<file path="src/rtl/aip_int_handler.sv">
// Host-side AIP interrupt servicer: programs mask, reads status on intReq low, pulses irqEvent, writes clears back.
// Latency: intReq->busRd 1 cycle, read ack->irqValid 1 cycle; requests held until busAck or TIMEOUT_CYC expiry.
module aip_int_handler #(
    parameter int TIMEOUT_CYC = 255,
    parameter int HOLDOFF_CYC = 2
) (
    input  logic        clk,
    input  logic        rst,
    input  logic [7:0]  cfgMask,
    input  logic        cfgLoad,
    input  logic        intReq,
    output logic        busRd,
    output logic        busWr,
    output logic [31:0] busWrData,
    input  logic [31:0] busRdData,
    input  logic        busAck,
    output logic [7:0]  irqEvent,
    output logic        irqValid,
    output logic [7:0]  statusFlags,
    output logic        busy,
    output logic        spurious,
    output logic        errTimeout
);

    typedef enum logic [2:0] {
        S_IDLE,
        S_CFG_WR,
        S_WAIT_INT,
        S_RD_REQ,
        S_DISPATCH,
        S_CLR_WR,
        S_HOLD
    } state_t;

    localparam logic [7:0] TMO_LAST  = 8'(TIMEOUT_CYC - 1);
    localparam logic [7:0] HOLD_LAST = 8'(HOLDOFF_CYC - 1);

    state_t      state_q, state_d;
    logic [7:0]  cnt_q, cnt_d;
    logic [7:0]  mask_q, mask_d;
    logic [7:0]  pend_q, pend_d;
    logic        cfg_pend_q, cfg_pend_d;
    logic [7:0]  cfg_mask_q, cfg_mask_d;
    logic [7:0]  status_q, status_d;
    logic        err_q, err_d;
    logic        tmo_hit;
    logic        unused_rd_hi;

    // Top byte of the status word carries nothing we consume.
    assign unused_rd_hi = ^busRdData[31:24];

    assign tmo_hit     = (cnt_q == TMO_LAST);
    assign busy        = (state_q != S_WAIT_INT);
    assign statusFlags = status_q;
    assign errTimeout  = err_q;

    always_comb begin
        state_d    = state_q;
        mask_d     = mask_q;
        pend_d     = pend_q;
        cfg_pend_d = cfg_pend_q;
        cfg_mask_d = cfg_mask_q;
        status_d   = status_q;
        err_d      = err_q;
        busRd      = 1'b0;
        busWr      = 1'b0;
        busWrData  = 32'h0;
        irqEvent   = 8'h00;
        irqValid   = 1'b0;
        spurious   = 1'b0;

        // A cfgLoad in any state is remembered; the last one wins.
        if (cfgLoad) begin
            cfg_pend_d = 1'b1;
            cfg_mask_d = cfgMask;
            err_d      = 1'b0;
        end

        case (state_q)
            S_IDLE: begin
                state_d = S_CFG_WR;
            end
            S_CFG_WR: begin
                busWr     = 1'b1;
                busWrData = {8'h00, mask_q, 16'h0000};
                if (busAck) begin
                    state_d = S_HOLD;
                end else if (tmo_hit) begin
                    err_d   = 1'b1;
                    state_d = S_HOLD;
                end
            end
            S_WAIT_INT: begin
                if (cfgLoad) begin
                    mask_d     = cfgMask;
                    cfg_pend_d = 1'b0;
                    state_d    = S_CFG_WR;
                end else if (cfg_pend_q) begin
                    mask_d     = cfg_mask_q;
                    cfg_pend_d = 1'b0;
                    state_d    = S_CFG_WR;
                end else if (!intReq) begin
                    state_d = S_RD_REQ;
                end
            end
            S_RD_REQ: begin
                busRd = 1'b1;
                if (busAck) begin
                    pend_d   = busRdData[7:0] & busRdData[23:16];
                    status_d = busRdData[15:8];
                    state_d  = S_DISPATCH;
                end else if (tmo_hit) begin
                    err_d   = 1'b1;
                    state_d = S_HOLD;
                end
            end
            S_DISPATCH: begin
                if (pend_q != 8'h00) begin
                    irqEvent = pend_q;
                    irqValid = 1'b1;
                    state_d  = S_CLR_WR;
                end else begin
                    spurious = 1'b1;
                    state_d  = S_HOLD;
                end
            end
            S_CLR_WR: begin
                busWr     = 1'b1;
                busWrData = {8'h00, mask_q, 8'h00, pend_q};
                if (busAck) begin
                    state_d = S_HOLD;
                end else if (tmo_hit) begin
                    err_d   = 1'b1;
                    state_d = S_HOLD;
                end
            end
            S_HOLD: begin
                // Leaving HOLD is the WAIT_INT entry point, so a deferred mask goes straight out.
                if (cnt_q == HOLD_LAST) begin
                    if (cfgLoad) begin
                        mask_d     = cfgMask;
                        cfg_pend_d = 1'b0;
                        state_d    = S_CFG_WR;
                    end else if (cfg_pend_q) begin
                        mask_d     = cfg_mask_q;
                        cfg_pend_d = 1'b0;
                        state_d    = S_CFG_WR;
                    end else begin
                        state_d = S_WAIT_INT;
                    end
                end
            end
            default: begin
                state_d = S_IDLE;
            end
        endcase

        cnt_d = (state_d != state_q) ? 8'h00 : cnt_q + 8'd1;
    end

    always_ff @(posedge clk) begin
        if (!rst) begin
            state_q    <= S_IDLE;
            cnt_q      <= 8'h00;
            mask_q     <= 8'h00;
            pend_q     <= 8'h00;
            cfg_pend_q <= 1'b0;
            cfg_mask_q <= 8'h00;
            status_q   <= 8'h00;
            err_q      <= 1'b0;
        end else begin
            state_q    <= state_d;
            cnt_q      <= cnt_d;
            mask_q     <= mask_d;
            pend_q     <= pend_d;
            cfg_pend_q <= cfg_pend_d;
            cfg_mask_q <= cfg_mask_d;
            status_q   <= status_d;
            err_q      <= err_d;
        end
    end

endmodule

</file>
<file path="config.mk">
export PLATFORM = sky130hd
export DESIGN_NAME = aip_int_handler
export DESIGN_NICKNAME = d
export VERILOG_FILES = /design/src/rtl/aip_int_handler.sv
export SDC_FILE = /design/constraint.sdc
export NUM_CORES = 1
export LEC_CHECK = 0
export BUFFER_PORTS_ARGS = -buffer_cell sky130_fd_sc_hd__buf_2
export CORE_MARGIN = 8
export CORE_UTILIZATION = 30
export CTS_BUF_LIST = sky130_fd_sc_hd__clkbuf_8 sky130_fd_sc_hd__clkbuf_16
export DETAILED_ROUTE_END_ITERATION = 10
export PLACE_DENSITY = 0.6
export SYNTH_ARGS = -nofsm -noshare
export SYNTH_HDL_FRONTEND = slang
export SYNTH_SLANG_ARGS = --single-unit
</file>
<file path="constraint.sdc">
create_clock -name clk -period 2.2 [get_ports clk]
set_input_delay 0.11 -clock clk [delete_from_list [all_inputs] [get_ports clk]]
set_output_delay 0.11 -clock clk [all_outputs]
set_load 0.02 [all_outputs]
</file>
# ---- After elaboration in Yosys (flattened, before gate mapping)
# Index checks and enable logic that the tools add are counted.
dict set report totals {
  output_inout_bits 54
  elab_cells 63
  regBits 45
}
dict set report classes {
  bitwise_logic 2
  muxes 33
  eq_ne 11
  reduce_logical 8
  add_sub_neg 1
}
# operator n
set ops {}
lappend ops {{case mux 24 bit (2 select lines)} 1}
lappend ops {{two-way mux 8 bit} 5}
lappend ops {{two-way mux 3 bit} 7}
lappend ops {{case mux 3 bit (6 select lines)} 1}
lappend ops {{case mux 8 bit (2 select lines)} 1}
lappend ops {{two-way mux 1 bit} 14}
lappend ops {{== test 3 bit, second input constant} 3}
lappend ops {{adder 8 x 1 -> 8 bit, second input constant} 1}
lappend ops {{bitwise AND 8 bit} 1}
lappend ops {{== test 8 x 1 -> 1 bit, second input constant} 1}
lappend ops {{== test 8 bit, second input constant} 1}
lappend ops {{nonzero test 8 bit} 1}
lappend ops {{== test 3 x 2 -> 1 bit, second input constant} 2}
lappend ops {{two-way mux 2 bit} 3}
lappend ops {{AND reduction 2 bit} 2}
lappend ops {{OR reduction 2 bit} 2}
lappend ops {{== test 3 x 1 -> 1 bit, second input constant} 1}
lappend ops {{logical NOT 3 bit} 1}
lappend ops {{inequality test 3 x 2 -> 1 bit, second input constant} 1}
lappend ops {{inequality test 3 bit} 1}
lappend ops {{OR reduction 3 bit} 1}
lappend ops {{inequality test 2 bit, second input constant} 1}
lappend ops {{case mux 1 bit (2 select lines)} 1}
lappend ops {{nonzero test 2 bit} 1}
lappend ops {{inverter 1 bit} 1}

# ---- Longest topological paths before layout
dict set report logic_depth {
  ltp_word 6
  ltp_mapped 6
}

# ---- Least setup slack after synthesis
# Ideal clock, no wire load.
dict set report synth_timing {
  path_kind {reg2reg}
  start {register state_q[0]}
  end {register state_q[0]}
  path_buffers 1
  t_arrival_ns 1.608
  setup_time_ns 0.074
  stages_incl_launch_ff 6
  synth_period_minus_slack_ns 1.683
  path_slack_ns 0.517
  path_cell_list {dfxtp_1 buf_4 nor3b_4 a21boi_0 nor2_1 a31oi_1}
}
dict set report synth_between {
  elab_chain_len 4
  elab_cells_between_ends 16
}
# element line
set synth_rtl {}
lappend synth_rtl {{start, declared} 38} ;# state_t state_q, state_d;
lappend synth_rtl {{start signal, assigned} 172} ;# state_q <= state_d;
lappend synth_rtl {{two-way mux 3 bit} 102} ;# end else if (!intReq) begin
lappend synth_rtl {{two-way mux 3 bit} 98} ;# end else if (cfg_pend_q) begin
lappend synth_rtl {{two-way mux 3 bit} 94} ;# if (cfgLoad) begin
lappend synth_rtl {{case mux 3 bit (6 select lines) *} 79} ;# case (state_q)
# Every way passes the cells marked *; elsewhere a longest branch is shown, timed or not.
# A chain may end at the register's enable or synchronous reset.

# ---- Worst setup path in the final report
dict set report layout_timing {
  start {register state_q[2]}
  end {output irqValid}
}
dict set report layout_between {
  elab_chain_len 2
}
# element line
set layout_rtl {}
lappend layout_rtl {{== test 3 bit} 79}
lappend layout_rtl {{two-way mux 1 bit} 79}
lappend layout_rtl {{end, declared} 18} ;# output logic irqValid,
# No other way between the ends.

==> metrics.txt <==
post-CTS setup buffer count=0; # DRC=0; area of the mapped netlist=2325 sq um; Slew Limit Fails=0; final hold violations=0; period utilization=89.87%; synth-to-layout area growth=24.43%; top_reg_cell synth=dfxtp_1; io pins=99; Pre-Repair DR Iteration Count=5; CP max FO=11; Max VDD drop=382.3 uV; Seq cells post-synth=45; cell taking the most area after synthesis=dfxtp_1; PortBufs=74; Avg WL per Cell=13.80 um; register area share after synthesis=38.75%; largest net degree at the start of global routing=22; top cell type's share of synthesized area=38.75%; vias in the first global route=2123; crit path time final=1.977 ns; crit path kind=reg -> out; CP max stage delay=0.54 ns; Syn Area/Cell=8.907 sq um; Hold Crit Class=in -> reg; Fmax=505.8 MHz; commonest cells after routing, fill and taps aside=buf_2, dfxtp_1, nand2_1; Final Instance Count excl. Fillers=438; Worst-path clk slew=0.09 ns; Warnings, synthesis=0; Core Box Area=7607 sq um; Crit. End Element=output pin; Root Buffer=clkbuf_8; routed via count=1971; worst path arrival time=1.87 ns; first-pass GRT wire length=10100 um; Cell Pwr Density=689.2 nW/um^2; Initial Utilization=30.56%; cts hold-fix bufs=0; Num CTS Buffers=5; RSZ-0062 raised after global routing=false; worst clock skew=0.007910 ns; die span in y=104.0 um; DP HPWL=4548 um; layout cells sized above 1=33.04%; Worst-Skew Late Latency=0.30 ns; Num Clock Sinks=45; row cnt=32; cell area after layout=2893 sq um; endpoints failing setup=0; final core utilization=38.03%; n_diodes=0; Die ar.=10820 sq um; Critical Path RT=2.09 ns; antenna-violating nets left=0; Final TNS setup=0 ns; Via density=4.500; antenna violations before repair=0; die width=104.0 um; CP max-delay cell=dfxtp_1; Routed WL=6046 um; total gr overflow=0; # resized after CTS=0; crit start category=flop; ys async rst share=0%; number of enable flip-flop cells after synthesis=0; H-tree depth=2; outcome=complete, no violations; gr usage total=11.05%; worst slack at placement=0.4572 ns; clk buf depth=2; Placed Area=2755 sq um; Mapped Cells=261; Synth cell types=44; main area contributors after synthesis=dfxtp_1, nand2_1, buf_4; # placed instances=430; most common cell after layout, fill and taps aside=buf_2; critical path, cell by cell=nor3b_4 -> a21boi_0 -> buf_2; max cap viols=0; leak pwr=1.314 nW; 1st-iter DRT viols=109; CTS tree=done; placer congestion estimate=0.8020; final worst slack=0.2229 ns; nets=383
## stage by stage
| stage | power (W) | hold slack, ns |
|---|---|---|
| global route | 0.002088 | 0.05158 |
| CTS | 0.002016 | 0.04298 |
| finish | 0.001994 | 0.05220 |
| global placement | 0.001250 | 0.3630 |
| floorplan | 0.001164 | 0.2549 |
| detailed placement | 0.001258 | 0.3732 |
## cells by family (layout without fill, tap and decap cells)
family,count (synthesis),count (layout),share of synthesized area [%]
simple gates,123,123,29.06
flops,45,45,38.75
compound gates,41,41,15.77
buf+inv,34,94,8.934
mux,8,8,3.445
xor+xnor,6,6,2.261
fa+ha+maj,3,3,1.615
other cells,1,16,0.1613
## report_power, final
| part | internal, W | leakage [nW] | switching [W] | total, W |
|---|---|---|---|---|
| combinational | 0.000138 | 0.879 | 0.000214 | 0.000352 |
| sequential | 0.000852 | 0.366 | 0.0000330 | 0.000885 |
| clock | 0.000457 | 0.0687 | 0.000299 | 0.000756 |
## cell type report
class                      count  area [sq um]
clock buffer                   5         68.82
clock inverter                 3         68.82
fill                         809          4715
inverter                       5         18.77
multi-input combinational    197          1272
sequential                    45         900.9
tap                          102         127.6
timing repair buffer          81         435.4
## worst max-delay path, delay by kind of cell (launching register included)
kind                   cells  cell delay (ns)
and+or+nand+nor            1             0.41
DFF                        1             0.54
buffers and inverters      1             0.24
AOI/OAI and AO/OA          1             0.37
## synth_stat cells, types with 2 or more instances
cell type	number
nor2b_1	9
ha_1	3
o221a_2	8
xor2_1	3
xnor2_1	3
inv_1	5
dfxtp_1	45
nand3_1	16
and2_1	19
mux2i_1	8
a21oi_1	5
and3_1	12
buf_4	18
buf_2	3
nand2_1	40
o21ai_2	2
a21boi_0	17
nor2_1	4
a211oi_2	2
nor4_1	2
nor3_1	9
clkbuf_1	6
## per-layer routing
metal | part of all wire, % | GRT usage [%] | vias up
met5 | 0 | 0 | -
met4 | 1.4 | 3.723 | 0
met3 | 5.5 | 3.036 | 7
met2 | 46 | 18.24 | 69
met1 | 47 | 13.48 | 881
li1 | - | - | 1014
## flip-flops by register name, summed over array words and instances (netlist names)
| name | cells |
|---|---|
| cfg_pend_q | 1 |
| mask_q | 8 |
| cfg_mask_q | 8 |
| state_q | 3 |
| statusFlags | 8 |
| errTimeout | 1 |
| pend_q | 8 |
| cnt_q | 8 |
## path summary, 6_finish.rpt
check                               startpoint        endpoint  slack (ns)  depth (start not counted)
worst min register to register  statusFlags[4]  statusFlags[4]        0.47                          2
worst max register to register        cnt_q[0]        cnt_q[3]        0.46                          5
worst min-delay path             busRdData[12]  statusFlags[4]        0.05                          3
worst max-delay path                state_q[2]        irqValid        0.22                          3
(Power assumes the default switching activity.)
